### config.mk
export PLATFORM = sky130hd
export DESIGN_NAME = keypad_entry_flat
export DESIGN_NICKNAME = d
export VERILOG_FILES = /design/src/rtl/keypad_entry_if.sv /design/src/rtl/keypad_entry.sv /design/src/flat_wrapper.sv
export SDC_FILE = /design/constraint.sdc
export NUM_CORES = 1
export LEC_CHECK = 0
export CAP_MARGIN = 20
export CELL_PAD_IN_SITES_DETAIL_PLACEMENT = 1
export CELL_PAD_IN_SITES_GLOBAL_PLACEMENT = 1
export CORE_MARGIN = 2
export CORE_UTILIZATION = 44
export DETAILED_ROUTE_END_ITERATION = 6
export PLACE_DENSITY = 0.86
export SLEW_MARGIN = 5
export SYNTH_ARGS = -nofsm -noshare
export SYNTH_HDL_FRONTEND = slang
export SYNTH_SLANG_ARGS = --single-unit
export TNS_END_PERCENT = 1
### constraint.sdc
create_clock -name clk -period 4.1 [get_ports clk]
set_input_delay 0.41 -clock clk [delete_from_list [all_inputs] [get_ports clk]]
set_output_delay 0.41 -clock clk [all_outputs]
set_load 0.005 [all_outputs]
### src/rtl/keypad_entry_if.sv
// Keypad entry bundle: raw key/mode/card inputs toward the block and its registered results back.
interface keypad_entry_if;
  logic        key_press;
  logic [3:0]  key_code;
  logic        modo_monto;
  logic        tarjeta_recibida;
  logic [3:0]  digito;
  logic        digito_stb;
  logic [31:0] monto;
  logic        monto_stb;
  logic        desborde;

  modport master (
    output key_press, key_code, modo_monto, tarjeta_recibida,
    input  digito, digito_stb, monto, monto_stb, desborde
  );

  modport slave (
    input  key_press, key_code, modo_monto, tarjeta_recibida,
    output digito, digito_stb, monto, monto_stb, desborde
  );
endinterface

### src/rtl/keypad_entry.sv
// Keypad entry: forwards PIN digits (1 cycle) or accumulates up to 9-digit amounts, committed 2 cycles after ENTER.
// KEYPAD_BACKSPACE_EN makes CLEAR drop the last digit instead of wiping the whole amount.
module keypad_entry (
  input  logic          clk,
  input  logic          rst,
  keypad_entry_if.slave kp
);
  typedef enum logic [1:0] {IDLE, ACUM, EMITIR} state_t;

  state_t      state_q, state_d;
  logic [31:0] acc_q, acc_d;
  logic [3:0]  cnt_q, cnt_d;
  logic        press_q;
  logic        armed_q;
  logic        modo_q;
  logic [3:0]  digito_q, digito_d;
  logic        digito_stb_q, digito_stb_d;
  logic [31:0] monto_q, monto_d;
  logic        monto_stb_q, monto_stb_d;
  logic        desborde_q, desborde_d;

  logic key_ev, is_digit, is_enter, is_clear, mode_chg;

  // armed_q blocks a key that was already down when reset released
  assign key_ev   = kp.key_press & ~press_q & armed_q;
  assign is_digit = (kp.key_code <= 4'd9);
  assign is_enter = (kp.key_code == 4'hA);
  assign is_clear = (kp.key_code == 4'hB);
  assign mode_chg = (kp.modo_monto != modo_q);

  always_comb begin
    state_d      = state_q;
    acc_d        = acc_q;
    cnt_d        = cnt_q;
    digito_d     = digito_q;
    digito_stb_d = 1'b0;
    monto_d      = monto_q;
    monto_stb_d  = 1'b0;
    desborde_d   = 1'b0;

    if (kp.tarjeta_recibida || mode_chg) begin
      state_d = IDLE;
      acc_d   = 32'd0;
      cnt_d   = 4'd0;
    end else if (state_q == EMITIR) begin
      monto_d     = acc_q;
      monto_stb_d = 1'b1;
      acc_d       = 32'd0;
      cnt_d       = 4'd0;
      state_d     = IDLE;
    end else if (key_ev) begin
      if (!kp.modo_monto) begin
        if (is_digit) begin
          digito_d     = kp.key_code;
          digito_stb_d = 1'b1;
        end
      end else if (is_digit) begin
        // 9-digit cap keeps acc below 10^9, so the 32-bit product never wraps
        if (cnt_q < 4'd9) begin
          acc_d   = acc_q * 32'd10 + {28'd0, kp.key_code};
          cnt_d   = cnt_q + 4'd1;
          state_d = ACUM;
        end else begin
          desborde_d = 1'b1;
        end
      end else if (is_enter) begin
        if (state_q == ACUM) state_d = EMITIR;
      end else if (is_clear) begin
`ifdef KEYPAD_BACKSPACE_EN
        if (cnt_q != 4'd0) begin
          acc_d = acc_q / 32'd10;
          cnt_d = cnt_q - 4'd1;
          if (cnt_q == 4'd1) state_d = IDLE;
        end
`else
        acc_d   = 32'd0;
        cnt_d   = 4'd0;
        state_d = IDLE;
`endif
      end
    end
  end

  always_ff @(posedge clk) begin
    if (!rst) begin
      state_q      <= IDLE;
      acc_q        <= 32'd0;
      cnt_q        <= 4'd0;
      press_q      <= 1'b0;
      armed_q      <= 1'b0;
      modo_q       <= kp.modo_monto;
      digito_q     <= 4'd0;
      digito_stb_q <= 1'b0;
      monto_q      <= 32'd0;
      monto_stb_q  <= 1'b0;
      desborde_q   <= 1'b0;
    end else begin
      state_q      <= state_d;
      acc_q        <= acc_d;
      cnt_q        <= cnt_d;
      press_q      <= kp.key_press;
      armed_q      <= armed_q | ~kp.key_press;
      modo_q       <= kp.modo_monto;
      digito_q     <= digito_d;
      digito_stb_q <= digito_stb_d;
      monto_q      <= monto_d;
      monto_stb_q  <= monto_stb_d;
      desborde_q   <= desborde_d;
    end
  end

  assign kp.digito     = digito_q;
  assign kp.digito_stb = digito_stb_q;
  assign kp.monto      = monto_q;
  assign kp.monto_stb  = monto_stb_q;
  assign kp.desborde   = desborde_q;
endmodule

### src/flat_wrapper.sv
// flat-port wrapper written by rule: the top's interface ports become plain ports
module keypad_entry_flat 
  (clk, rst, kp_key_press, kp_key_code, kp_modo_monto, kp_tarjeta_recibida, kp_digito, kp_digito_stb, kp_monto, kp_monto_stb, kp_desborde);
  keypad_entry_if kp_i ();
  input  logic clk;
  input  logic rst;
  input wire logic [$bits(kp_i.key_press)-1:0] kp_key_press;
  input wire logic [$bits(kp_i.key_code)-1:0] kp_key_code;
  input wire logic [$bits(kp_i.modo_monto)-1:0] kp_modo_monto;
  input wire logic [$bits(kp_i.tarjeta_recibida)-1:0] kp_tarjeta_recibida;
  output wire logic [$bits(kp_i.digito)-1:0] kp_digito;
  output wire logic [$bits(kp_i.digito_stb)-1:0] kp_digito_stb;
  output wire logic [$bits(kp_i.monto)-1:0] kp_monto;
  output wire logic [$bits(kp_i.monto_stb)-1:0] kp_monto_stb;
  output wire logic [$bits(kp_i.desborde)-1:0] kp_desborde;
  assign kp_i.key_press = kp_key_press;
  assign kp_i.key_code = kp_key_code;
  assign kp_i.modo_monto = kp_modo_monto;
  assign kp_i.tarjeta_recibida = kp_tarjeta_recibida;
  assign kp_digito = kp_i.digito;
  assign kp_digito_stb = kp_i.digito_stb;
  assign kp_monto = kp_i.monto;
  assign kp_monto_stb = kp_i.monto_stb;
  assign kp_desborde = kp_i.desborde;
  keypad_entry u_core (.clk(clk), .rst(rst), .kp(kp_i));
endmodule
==> results.py <==
metrics = {
    "power": {
        "power.total_mw": 1.61,
        "cellPowerDensity_nw_per_um2": 254,
        "vdd_drop_max_mv": 0.214,
        "static_power_due_to_leakage_nw": 2.65,
    },
    "drt": {
        "initialDrtViolationCount": 227,
        "viasPerCell": 5.96,
        "via_count": 4958,
        "drt_drc_violations_left": 0,
        "drt-wirelength-per-cell_um": 19.6,
        "drtAntennaViolNets": 0,
        "wirelength_mm": 16.3,
        "detailedRoute.firstPassIterationCount": 4,
    },
    "global_route": {
        "first_global_vias": 5285,
        "grt_pass1_wl_mm": 26.2,
        "gr-usage-met3_pct": 3.76,
        "grt_usage_pct": 25.1,
        "globalRoute.totalOverflow": 0,
        "gr_util_met1_pct": 31.7,
        "grt_use_met2_pct": 43.8,
        "grt_most_used_layer": "met2",
        "initial_antenna_violation_count": 0,
        "grt_start_max_net_pins": 43,
    },
    "logic_synthesis": {
        "netlist_instances": 634,
        "synth_top_area_share_pct": 30.0,
        "synth_largest_area_cell": "dfxtp_1",
        "number_of_synthesized_flops_with_an_enable_pin": 0,
        "syn-mean-instance-area_um2": 8.42,
        "synth.area.top_cells": "dfxtp_1 (30%), ha_1 (14%), nand2_1 (8.4%)",
        "count_of_state_elements_after_synthesis": 80,
        "netlist_top_cells_count": "nand2_1 (120), dfxtp_1 (80), ha_1 (60), a21boi_0 (34), o21ai_0 (34)",
        "async_flop_share_pct": 0,
        "synth_cell_type_count": 60,
        "synthMostInstantiatedCell": "nand2_1",
        "number_of_nets_produced_by_synthesis": 705,
        "synth-seq-area-share_pct": 30.0,
        "synth_warnings": 0,
        "dominantRegCellSynth": "dfxtp_1",
        "netlist_area_um2": 5340,
    },
    "clock_network": {
        "holdBufCountCts": 0,
        "clk_latency_ns": 0.34,
        "cts_num_sinks": 80,
        "clk_root_buffer_cell": "clkbuf_16",
        "cts_tree": "yes",
        "ctsHtreeMaxLevel": 3,
        "path_clk_slew_ns": 0.06,
        "cts.path.max_buffers": 2,
        "cts_made_buffers": 9,
    },
    "floorplan": {
        "io-pin-count": 48,
        "floorplan.core_area_um2": 11900,
        "die-area_um2": 13000,
        "dieHeight_um": 114,
        "dieWidth_um": 114,
        "rows": 40,
        "initial_core_util_pct": 44.8,
    },
    "timing": {
        "final_period_minus_worst_setup_slack_ns": 3.92,
        "worstMarginPinSlew_ns": 0.781,
        "timing.max_slew.rel_slack_pct": 47.8,
        "setup_viol": 0,
        "report.final.slew_viol_count": 0,
        "slack_of_the_critical_path_ns": 0.183,
        "unrepaired_setup_endpoints_after_global_routing": "true",
        "hold_violations": 0,
        "max_freq_mhz": 255,
        "clock-skew-final_ns": 0.00700,
        "layout_worst_path_cycle_share_pct": 95.5,
    },
    "place": {
        "dp_hpwl_mm": 12.0,
        "gp_congestion": 0.941,
        "detailedPlace.worstSlack_ns": 0.139,
        "numPortBuffers": 47,
    },
    "worst_setup_path": {
        "crit_fanout": 7,
        "worst_ep_required_time_ns": 4.34,
        "crit-reg2reg-launch": "u_core.acc_q[1]",
        "critPathLaunch": "u_core.acc_q[1]",
        "timing.critical_path.from_type": "flop",
        "cp.arrival_ns": 4.15,
        "worst_r2r_endpoint": "u_core.acc_q[25]",
        "path_class": "flop to flop",
        "timing.reg2reg.setup_slack_ns": 0.18,
        "crit_path_end_kind": "flop",
        "timing.reg2reg.worst_path_depth": 13,
        "critPathCapture": "u_core.acc_q[25]",
    },
    "min_path": {
        "hold_class": "flop to flop",
    },
    "layout": {
        "num_antenna_cells": 0,
        "area_growth_syn_to_layout_pct": 18.9,
        "nNetsFinal": 751,
        "layout-drive-gt1-share_pct": 6.86,
    },
    "job": {
        "max_capacitance_violation_count": 0,
    },
    "run_status": {
        "run_status": "finished clean",
    },
}
metrics by stage:
step	hold slack [ns]	instance area [um2]	instances	util (%)	setup TNS, ns
detailed placement	0.456	5980	814	50.2	0
finish	0.465	6350	832	53.3	0
CTS	0.465	6270	830	52.6	0
floorplan	0.426	5340	634	-	0
global route	0.492	6350	832	53.3	-0.199
global placement	0.450	5980	814	50.2	0
state kept, by name (all words and copies together) (netlist names):
| signal | count |
|---|---|
| u_core.kp.digito | 4 |
| u_core.acc_q | 32 |
| u_core.state_q | 2 |
| u_core.press_q | 1 |
| u_core.kp.monto_stb | 1 |
| u_core.armed_q | 1 |
| u_core.kp.desborde | 1 |
| u_core.kp.monto | 32 |
| u_core.cnt_q | 4 |
| u_core.modo_q | 1 |
| u_core.kp.digito_stb | 1 |
kinds of logic after synthesis:
kind of cell               share of synthesized area, %
buffers and inverters                              2.41
muxes                                              1.15
and+or+nand+nor                                    21.3
adders and majority gates                          14.8
DFF                                                30.0
xor gates and xnor gates                           9.51
AOI/OAI and AO/OA                                  20.8
worst min path at each step:
| stage | startpoint | to | cells past startpoint |
|---|---|---|---|
| after global placement | u_core.kp.monto[23] | u_core.kp.monto[23] | 2 |
| final | u_core.acc_q[31] | u_core.acc_q[31] | 2 |
| after CTS | u_core.acc_q[31] | u_core.acc_q[31] | 2 |
| after global routing | u_core.kp.monto[22] | u_core.kp.monto[22] | 2 |
| after detailed placement | u_core.acc_q[31] | u_core.acc_q[31] | 2 |
| after floorplan | u_core.acc_q[31] | u_core.acc_q[31] | 2 |
worst max-delay path, stage by stage, from the launching register on:
cell	delay, ns
dfxtp_2	0.36
ha_1	0.31
ha_1	0.25
fa_1	0.41
a21o_1	0.21
a221o_2	0.45
a21boi_1	0.24
xnor2_2	0.17
nor4b_4	0.31
nand3_2	0.18
nor4_4	0.44
nand3_1	0.14
xnor2_1	0.14
a22o_1	0.20
metal layers:
metal / part of all wire, % / vias to the layer above / wire length (um)
met2: 49 / 131 / 7930
met3: 4.2 / 29 / 686
met5: 0 / - / 0
met4: 1.8 / 0 / 286
met1: 45 / 2447 / 7370
li1: - / 2351 / -
layout by cell type, fill, tap and decap left out, types with 3 or more instances in the layout:
| cell | count |
|---|---|
| and2_1 | 9 |
| nand2_1 | 120 |
| a22o_1 | 7 |
| xor2_1 | 28 |
| a21oi_1 | 27 |
| a211oi_1 | 6 |
| nor2_1 | 27 |
| o21a_1 | 4 |
| nand3_1 | 16 |
| nand4_1 | 9 |
| nor3b_1 | 4 |
| or3_1 | 3 |
| a31oi_1 | 4 |
| o21ai_1 | 7 |
| a41oi_1 | 4 |
| o21ai_0 | 34 |
| o211ai_1 | 3 |
| buf_4 | 10 |
| a21o_1 | 14 |
| dfxtp_1 | 79 |
| xnor2_1 | 24 |
| nor3_1 | 8 |
| inv_1 | 10 |
| mux2i_1 | 5 |
| ha_1 | 60 |
| nor2b_1 | 10 |
| clkinv_2 | 3 |
| clkbuf_16 | 9 |
| and3_1 | 10 |
| a21boi_0 | 34 |
| clkdlybuf4s50_1 | 47 |
| nand2b_1 | 3 |
layout make-up:
type	count	area, um2
Fill cell	1422	5560
Timing Repair Buffer	58	573
Tap cell	147	184
Clock buffer	10	229
Inverter	10	37.5
Sequential cell	80	1600
Clock inverter	6	60.1
Multi-Input combinational cell	521	3660
report_power, final:
| part | switching (mW) | internal, mW |
|---|---|---|
| Combinational | 0.0278 | 0.0190 |
| Sequential | 0.000859 | 0.779 |
| Clock | 0.316 | 0.468 |
| Total | 0.344 | 1.27 |
timing repair:
action | in CTS | in global routing
buffers inserted | 0 | 1
endpoints found under the setup margin | 0 | 9
resized for setup | 0 | 7
Power figures use the tool's default switching activity.
